===== config.mk =====
export PLATFORM = sky130hd
export DESIGN_NAME = bit_morph_filter
export DESIGN_NICKNAME = d
export VERILOG_FILES = /design/src/rtl/bit_morph_pkg.sv /design/src/rtl/bit_morph_filter_line_buffer.sv /design/src/rtl/bit_morph_filter.sv
export SDC_FILE = /design/constraint.sdc
export NUM_CORES = 1
export LEC_CHECK = 0
export CAP_MARGIN = 20
export CELL_PAD_IN_SITES_DETAIL_PLACEMENT = 0
export CELL_PAD_IN_SITES_GLOBAL_PLACEMENT = 1
export CORE_MARGIN = 10
export CORE_UTILIZATION = 49
export CTS_CLUSTER_DIAMETER = 50
export CTS_CLUSTER_SIZE = 40
export DETAILED_ROUTE_END_ITERATION = 12
export PLACE_DENSITY = 0.8
export SLEW_MARGIN = 20
export SYNTH_ARGS = -nofsm -noshare
export SYNTH_HDL_FRONTEND = slang
export SYNTH_SLANG_ARGS = --single-unit

===== constraint.sdc =====
create_clock -name clk -period 5.49 [get_ports clk]
set_clock_uncertainty 0.2 [all_clocks]
set_input_delay 1.098 -clock clk [delete_from_list [all_inputs] [get_ports clk]]
set_output_delay 1.098 -clock clk [all_outputs]
set_load 0.02 [all_outputs]

===== src/rtl/bit_morph_pkg.sv =====
// Shared definitions for the bit_morph_filter binary morphology stage.
package bit_morph_pkg;

    typedef enum logic {
        MODE_DILATE = 1'b0,
        MODE_ERODE  = 1'b1
    } morph_mode_e;

    // Clocks from input sync signals to output sync signals.
    localparam int unsigned SYNC_LAT = 3;

    // Ceiling log2 with a floor of 1, used for counter and address widths.
    function automatic int unsigned clog2(input int unsigned v);
        int unsigned r;
        r = 0;
        while ((32'd1 << r) < v) begin
            r = r + 1;
        end
        return (r == 0) ? 1 : r;
    endfunction

endpackage


===== src/rtl/bit_morph_filter_line_buffer.sv =====
// bit_line_buffer: KSIZE-1 cascaded 1-bit line stores of IMG_HDISP pixels.
// Tap k returns the pixel at the current column from k+1 lines ago; the
// matching valid flag says whether that line belongs to the current frame.
module bit_line_buffer
    import bit_morph_pkg::*;
#(
    parameter logic [10:0] IMG_HDISP = 11'd640,
    parameter int unsigned KSIZE     = 3,
    parameter int unsigned AW        = clog2(32'(IMG_HDISP))
) (
    input  logic              clk,
    input  logic              rst,
    input  logic              i_wr_en,
    input  logic [AW-1:0]     i_addr,
    input  logic              i_bit,
    input  logic              i_line_done,
    input  logic              i_frame_start,
    output logic [KSIZE-2:0]  o_taps,
    output logic [KSIZE-2:0]  o_valid
);

    logic r_mem [KSIZE-1][IMG_HDISP];
    logic [KSIZE-2:0] r_valid;

    // Write the new pixel into line 0 and push each older line one row down.
    always_ff @(posedge clk) begin
        if (i_wr_en) begin
            r_mem[0][i_addr] <= i_bit;
            for (int unsigned k = 1; k < KSIZE - 1; k++) begin
                r_mem[k][i_addr] <= r_mem[k-1][i_addr];
            end
        end
    end

    // Track how many complete lines of the current frame are held; frame start wins.
    always_ff @(posedge clk or posedge rst) begin
        if (rst) begin
            r_valid <= '0;
        end else if (i_frame_start) begin
            r_valid <= '0;
        end else if (i_line_done) begin
            r_valid[0] <= 1'b1;
            for (int unsigned k = 1; k < KSIZE - 1; k++) begin
                r_valid[k] <= r_valid[k-1];
            end
        end
    end

    // Read taps at the current column before this cycle's write lands.
    always_comb begin
        o_taps = '0;
        for (int unsigned k = 0; k < KSIZE - 1; k++) begin
            o_taps[k] = r_mem[k][i_addr];
        end
        o_valid = r_valid;
    end

endmodule


===== src/rtl/bit_morph_filter.sv =====
// bit_morph_filter: KSIZE x KSIZE binary dilation/erosion with neutral padding.
// Output image is shifted by R=(KSIZE-1)/2 rows and columns; latency 3 clk.
// Optional build macro BIT_MORPH_STATS_EN adds per-frame foreground counting.
module bit_morph_filter
    import bit_morph_pkg::*;
#(
    parameter logic [10:0] IMG_HDISP = 11'd640,
    parameter logic [10:0] IMG_VDISP = 11'd480,
    parameter int unsigned KSIZE     = 3
) (
    input  logic        clk,
    input  logic        rst,
    input  logic        cfg_mode,
    input  logic        per_frame_vsync,
    input  logic        per_frame_href,
    input  logic        per_frame_clken,
    input  logic        per_img_bit,
    output logic        post_frame_vsync,
    output logic        post_frame_href,
    output logic        post_frame_clken,
    output logic        post_img_bit
`ifdef BIT_MORPH_STATS_EN
    ,
    output logic [21:0] fg_count,
    output logic        fg_count_valid
`endif
);

    localparam int unsigned R   = (KSIZE - 1) / 2;
    localparam int unsigned AW  = clog2(32'(IMG_HDISP));
    localparam logic [10:0] R_L = 11'(R);

    if (!(KSIZE == 3 || KSIZE == 5)) begin : g_ksize_bad
        $error("bit_morph_filter: KSIZE must be 3 or 5");
    end

    morph_mode_e       r_mode;
    logic              r_vsync_d;
    logic              r_href_d;
    logic [10:0]       r_col_cnt;
    logic [10:0]       r_row_cnt;
    logic              w_vsync_rise;
    logic              w_href_fall;
    logic              w_pix_en;
    logic              w_pad;
    logic [KSIZE-2:0]  w_taps;
    logic [KSIZE-2:0]  w_valid;
    logic [KSIZE-1:0]  w_newcol;
    logic [KSIZE-1:0]  r_win [KSIZE];
    logic              r_ok1;
    logic              r_ok2;
    morph_mode_e       r_mode1;
    morph_mode_e       r_mode2;
    logic [KSIZE-1:0]  r_rowred;
    logic [2:0]        r_sync [SYNC_LAT-1];

    assign w_vsync_rise = per_frame_vsync & ~r_vsync_d;
    assign w_href_fall  = ~per_frame_href & r_href_d;
    assign w_pix_en     = per_frame_href & per_frame_clken &
                          (r_col_cnt < IMG_HDISP) & (r_row_cnt < IMG_VDISP);
    assign w_pad        = (r_mode == MODE_ERODE);

    // Edge detection, per-frame mode latch and pixel/line counters.
    always_ff @(posedge clk or posedge rst) begin
        if (rst) begin
            r_vsync_d <= 1'b0;
            r_href_d  <= 1'b0;
            r_mode    <= MODE_DILATE;
            r_col_cnt <= '0;
            r_row_cnt <= '0;
        end else begin
            r_vsync_d <= per_frame_vsync;
            r_href_d  <= per_frame_href;
            if (w_vsync_rise) begin
                r_mode <= morph_mode_e'(cfg_mode);
            end
            if (w_vsync_rise || w_href_fall) begin
                r_col_cnt <= '0;
            end else if (per_frame_href && per_frame_clken && r_col_cnt < IMG_HDISP) begin
                r_col_cnt <= r_col_cnt + 11'd1;
            end
            if (w_vsync_rise) begin
                r_row_cnt <= '0;
            end else if (w_href_fall && r_row_cnt < IMG_VDISP) begin
                r_row_cnt <= r_row_cnt + 11'd1;
            end
        end
    end

    bit_line_buffer #(
        .IMG_HDISP (IMG_HDISP),
        .KSIZE     (KSIZE),
        .AW        (AW)
    ) u_line_buffer (
        .clk           (clk),
        .rst           (rst),
        .i_wr_en       (w_pix_en),
        .i_addr        (r_col_cnt[AW-1:0]),
        .i_bit         (per_img_bit),
        .i_line_done   (w_href_fall && r_col_cnt >= IMG_HDISP),
        .i_frame_start (w_vsync_rise),
        .o_taps        (w_taps),
        .o_valid       (w_valid)
    );

    // Incoming window column, bottom row is the live pixel; stale lines become pad.
    always_comb begin
        w_newcol = '0;
        w_newcol[KSIZE-1] = per_img_bit;
        for (int unsigned k = 0; k < KSIZE - 1; k++) begin
            w_newcol[KSIZE-2-k] = w_valid[k] ? w_taps[k] : w_pad;
        end
    end

    // Stage 1: shift the window; at column 0 the older columns are left of the
    // image, so they are refilled with pad instead of keeping last line's pixels.
    always_ff @(posedge clk or posedge rst) begin
        if (rst) begin
            for (int unsigned j = 0; j < KSIZE; j++) begin
                r_win[j] <= '0;
            end
            r_ok1   <= 1'b0;
            r_mode1 <= MODE_DILATE;
        end else begin
            if (w_pix_en) begin
                for (int unsigned j = 0; j < KSIZE; j++) begin
                    if (r_col_cnt == '0) begin
                        r_win[j] <= {w_newcol[j], {(KSIZE-1){w_pad}}};
                    end else begin
                        r_win[j] <= {w_newcol[j], r_win[j][KSIZE-1:1]};
                    end
                end
            end
            r_ok1   <= w_pix_en && (r_col_cnt >= R_L) && (r_row_cnt >= R_L);
            r_mode1 <= r_mode;
        end
    end

    // Stage 2: reduce each window row.
    always_ff @(posedge clk or posedge rst) begin
        if (rst) begin
            r_rowred <= '0;
            r_ok2    <= 1'b0;
            r_mode2  <= MODE_DILATE;
        end else begin
            for (int unsigned j = 0; j < KSIZE; j++) begin
                r_rowred[j] <= (r_mode1 == MODE_ERODE) ? (&r_win[j]) : (|r_win[j]);
            end
            r_ok2   <= r_ok1;
            r_mode2 <= r_mode1;
        end
    end

    // Stage 3: combine row results into the output pixel, zero when not emitted.
    always_ff @(posedge clk or posedge rst) begin
        if (rst) begin
            post_img_bit <= 1'b0;
        end else begin
            post_img_bit <= r_ok2 &
                ((r_mode2 == MODE_ERODE) ? (&r_rowred) : (|r_rowred));
        end
    end

    // Sync signal delay line matching the three data stages.
    always_ff @(posedge clk or posedge rst) begin
        if (rst) begin
            for (int unsigned i = 0; i < SYNC_LAT - 1; i++) begin
                r_sync[i] <= '0;
            end
            post_frame_vsync <= 1'b0;
            post_frame_href  <= 1'b0;
            post_frame_clken <= 1'b0;
        end else begin
            r_sync[0] <= {per_frame_vsync, per_frame_href, per_frame_clken};
            for (int unsigned i = 1; i < SYNC_LAT - 1; i++) begin
                r_sync[i] <= r_sync[i-1];
            end
            {post_frame_vsync, post_frame_href, post_frame_clken} <= r_sync[SYNC_LAT-2];
        end
    end

`ifdef BIT_MORPH_STATS_EN
    logic [21:0] r_acc;
    logic        r_post_vsync_d;

    // Count emitted foreground pixels; publish and restart on output vsync falling.
    always_ff @(posedge clk or posedge rst) begin
        if (rst) begin
            r_acc          <= '0;
            r_post_vsync_d <= 1'b0;
            fg_count       <= '0;
            fg_count_valid <= 1'b0;
        end else begin
            r_post_vsync_d <= post_frame_vsync;
            if (!post_frame_vsync && r_post_vsync_d) begin
                fg_count       <= r_acc;
                fg_count_valid <= 1'b1;
                r_acc          <= '0;
            end else begin
                fg_count_valid <= 1'b0;
                if (post_img_bit && post_frame_clken) begin
                    r_acc <= r_acc + 22'd1;
                end
            end
        end
    end
`endif

endmodule


==> metrics.yaml <==
n_fill_cell: 8499
die_area_um2: 124000
p_per_area_nw_per_um2: 352
die_w_um: 352
final_nets: 3375
cts_tree: "done"
avgSynthCellArea_um2: 16.3
avgRoutedWirePerCell_um: 31.3
yosys_warnings: 0
ys_types: 65
setup-violations-final: 0
grt.total_usage: 0.242
rsz0062_at_grt: "false"
synth_xor_area_frac: 0.00210
grt_pass1_vias: 30500
ant_nets: 0
via_count: 31500
synth_mux_area_frac: 0.131
gp_routability_congestion: 0.897
dp_cells: 4716
cts_buffer_depth: 3
cts_resized: 0
initial_core_util: 0.495
synthCells: 3328
cts-root-buf: "clkbuf_16"
yosys.area_share.adder: 0.00139
grt_max_degree: 140
hold_ws_ps: 148
path_cells: "buf_12 -> buf_12 -> buf_12 -> mux4_2 -> a22oi_1 -> nand3_1 -> a211oi_1 -> nor4_1 -> or3_4 -> buf_12"
port_buffers: 10
syn_area_um2: 54100
cp_max_fo: 111
firstDrtPassIters: 6
fp-row-count: 121
synth-seq-cells: 1331
finalSetupTns_ps: 0
r2r-end: "u_line_buffer.r_mem[0][915]"
holdPathStages: 0
critPathTopFamily: "buffers and inverters"
syn-num-nets: 3341
arrival_ps: 5250
ir_drop_mv: 0.275
ios: 11
start_kind: "flip-flop"
endpoint_kind: "flip-flop"
fmax_mhz: 198
routed_wl_um: 155000
critical_path_class: "flip-flop to flip-flop"
multi_input_area_um2: 13200
hp-class: "flip-flop to flip-flop"
ys_async_sr_fraction: 0.0383
synthSimpleGateAreaFrac: 0.0728
final_hold_viol_count: 0
final_cells: 4946
synth_compound_area_frac: 0.0346
p_leak_uw: 0.0182
period_share: 0.921
h-tree-depth: 3
detail_route.iter0.violations: 5197
clock_sinks: 1331
worst_pin_slew_ps: 1180
total_power_uw: 21400
die_h_um: 352
synth_edf_count: 1280
status: "completed"
max_cap_violations: 0
max_stage_delay_ps: 770
yosysSeqAreaShare: 0.734
cts_setup_buffers: 0
ys.flop_type: "edfxtp_1"
cts-hold-fix-buffers: 0
dp_hpwl_um: 94300
hp-start: "r_ok1"
rrSetupSlack_ps: 430
reg2reg_depth: 10
viasPerCell: 6.38
slowest_stage: "dfrtp_4"
drive_gt1_frac: 0.180
area_delta_synth_final_pct: 12.2
worstPathRequired_ps: 5680
regArea_um2: 39700
grt_pass1_wl_um: 220000
holdPathEnd: "r_ok2"
slew_violations: 0
antenna_found_initial: 5
cpMostUsedCell: "buf_12"
slew_headroom: 0.213
synth_top_family_by_area: "multiplexers"
r2r_start: "r_col_cnt[0]"
drc: 0
num_antenna_cells: 0
clk_latency_ps: 740
grt_overflow: 0
fin_crit_ps: 5060
numCtsBuffers: 120
path_clk_slew_ps: 70
fp.coreArea_um2: 109000
crit_buf_inv: 4
==> metal layers <==
metal	share of wire	wire length, um	up-vias	global-route usage
met5	0.00015	23	-	0
met1	0.37	56700	16100	0.327
met2	0.46	71000	2135	0.373
met3	0.13	19500	406	0.0607
met4	0.049	7600	4	0.103
li1	-	-	12900	-
==> worst register-to-register path, delay by kind of cell (launching register included) <==
kind | cells | cell delay (ps)
and+or+nand+nor | 3 | 990
AOI/OAI and AO/OA | 2 | 960
buffers and inverters | 4 | 1180
muxes | 1 | 530
DFF | 1 | 770
==> worst max-delay path by stage <==
| stage | start | cells past startpoint | to |
|---|---|---|---|
| floorplan | r_col_cnt[1] | 11 | u_line_buffer.r_mem[0][1000] |
| global placement | r_col_cnt[0] | 10 | u_line_buffer.r_mem[0][867] |
| detailed placement | r_col_cnt[0] | 10 | u_line_buffer.r_mem[0][867] |
| CTS | r_col_cnt[0] | 10 | u_line_buffer.r_mem[0][846] |
| global route | r_col_cnt[0] | 10 | u_line_buffer.r_mem[0][1082] |
| finish | r_col_cnt[0] | 10 | u_line_buffer.r_mem[0][915] |
==> cells in the mapped netlist (6+ instances only) <==
cell type / count / area share
mux2i_1: 312 / 0.058
o21ai_0: 12 / 0.0011
edfxtp_1: 1280 / 0.71
inv_1: 7 / 0.00049
nor4_1: 28 / 0.0032
nand3_1: 23 / 0.0021
nand2_1: 77 / 0.0053
o22ai_1: 148 / 0.017
nand4_1: 15 / 0.0017
a22oi_1: 44 / 0.0061
a211oi_1: 6 / 0.00083
buf_4: 30 / 0.0042
nor2b_1: 10 / 0.0012
or4_1: 8 / 0.0011
nor2_1: 711 / 0.049
buf_1: 9 / 0.00062
ha_1: 6 / 0.0014
clkbuf_1: 167 / 0.012
xor2_1: 9 / 0.0015
and3_1: 11 / 0.0013
dfrtp_1: 51 / 0.024
a21oi_1: 27 / 0.0025
a31oi_1: 13 / 0.0015
nor3_1: 6 / 0.00055
buf_2: 50 / 0.0046
mux2_2: 8 / 0.0017
mux4_2: 172 / 0.072
buf_6: 13 / 0.0027
==> power breakdown <==
group	total, uW	leakage, uW	internal [uW]	switching (uW)
Clock	8670	0.00201	4530	4140
Sequential	11400	0.0121	11300	52.5
Combinational	1320	0.00404	502	818
==> cells by family after synthesis <==
kind of cell	after synthesis
AOI/OAI and AO/OA	281
xor gates and xnor gates	13
adders and majority gates	6
buffers and inverters	277
DFF	1331
muxes	492
and+or+nand+nor	928
==> final cells by class <==
| class | count | share of cell area |
|---|---|---|
| Timing Repair Buffer | 181 | 0.0288 |
| Clock inverter | 100 | 0.0177 |
| Sequential cell | 1331 | 0.654 |
| Inverter | 8 | 0.000495 |
| Tap cell | 1476 | 0.0304 |
| Clock buffer | 130 | 0.0504 |
| Multi-Input combinational cell | 1720 | 0.218 |
==> registers in the layout, summed over array words and instances, names as in the netlist <==
name	flops
r_ok2	1
u_line_buffer.o_valid	2
u_line_buffer.r_mem	1280
r_win	9
r_col_cnt	11
r_row_cnt	11
r_ok1	1
post_img_bit	1
r_rowred	3
r_mode	1
post_frame_href	1
r_sync	6
r_mode2	1
r_mode1	1
post_frame_clken	1
post_frame_vsync	1
==> cells in the final DEF, fill, tap and decap left out, types with 12 or more instances in the layout <==
| cell type | synthesis | layout |
|---|---|---|
| a21oi_1 | 27 | 27 |
| a22oi_1 | 44 | 44 |
| a31oi_1 | 13 | 13 |
| buf_12 | 0 | 29 |
| buf_4 | 30 | 142 |
| clkbuf_16 | 0 | 120 |
| clkinv_2 | 0 | 15 |
| clkinv_4 | 0 | 12 |
| dfrtp_1 | 51 | 46 |
| edfxtp_1 | 1280 | 1280 |
| inv_6 | 0 | 21 |
| inv_8 | 0 | 13 |
| mux2i_1 | 312 | 312 |
| mux4_2 | 172 | 172 |
| nand2_1 | 77 | 52 |
| nand2_2 | 0 | 25 |
| nand3_1 | 23 | 16 |
| nand4_1 | 15 | 15 |
| nor2_1 | 711 | 711 |
| nor4_1 | 28 | 28 |
| o21ai_0 | 12 | 12 |
| o22ai_1 | 148 | 148 |
==> through the flow <==
step | util | worst slack [ps] | cell area [um2]
5_1_grt | 0.556 | 305 | 60700
3_3_place_gp | 0.518 | 564 | 56600
4_1_cts | 0.555 | 497 | 60700
2_1_floorplan | - | 3.50 | 54200
3_5_place_dp | 0.518 | 536 | 56600
6_report | 0.556 | 431 | 60700
Power figures use the tool's default switching activity.
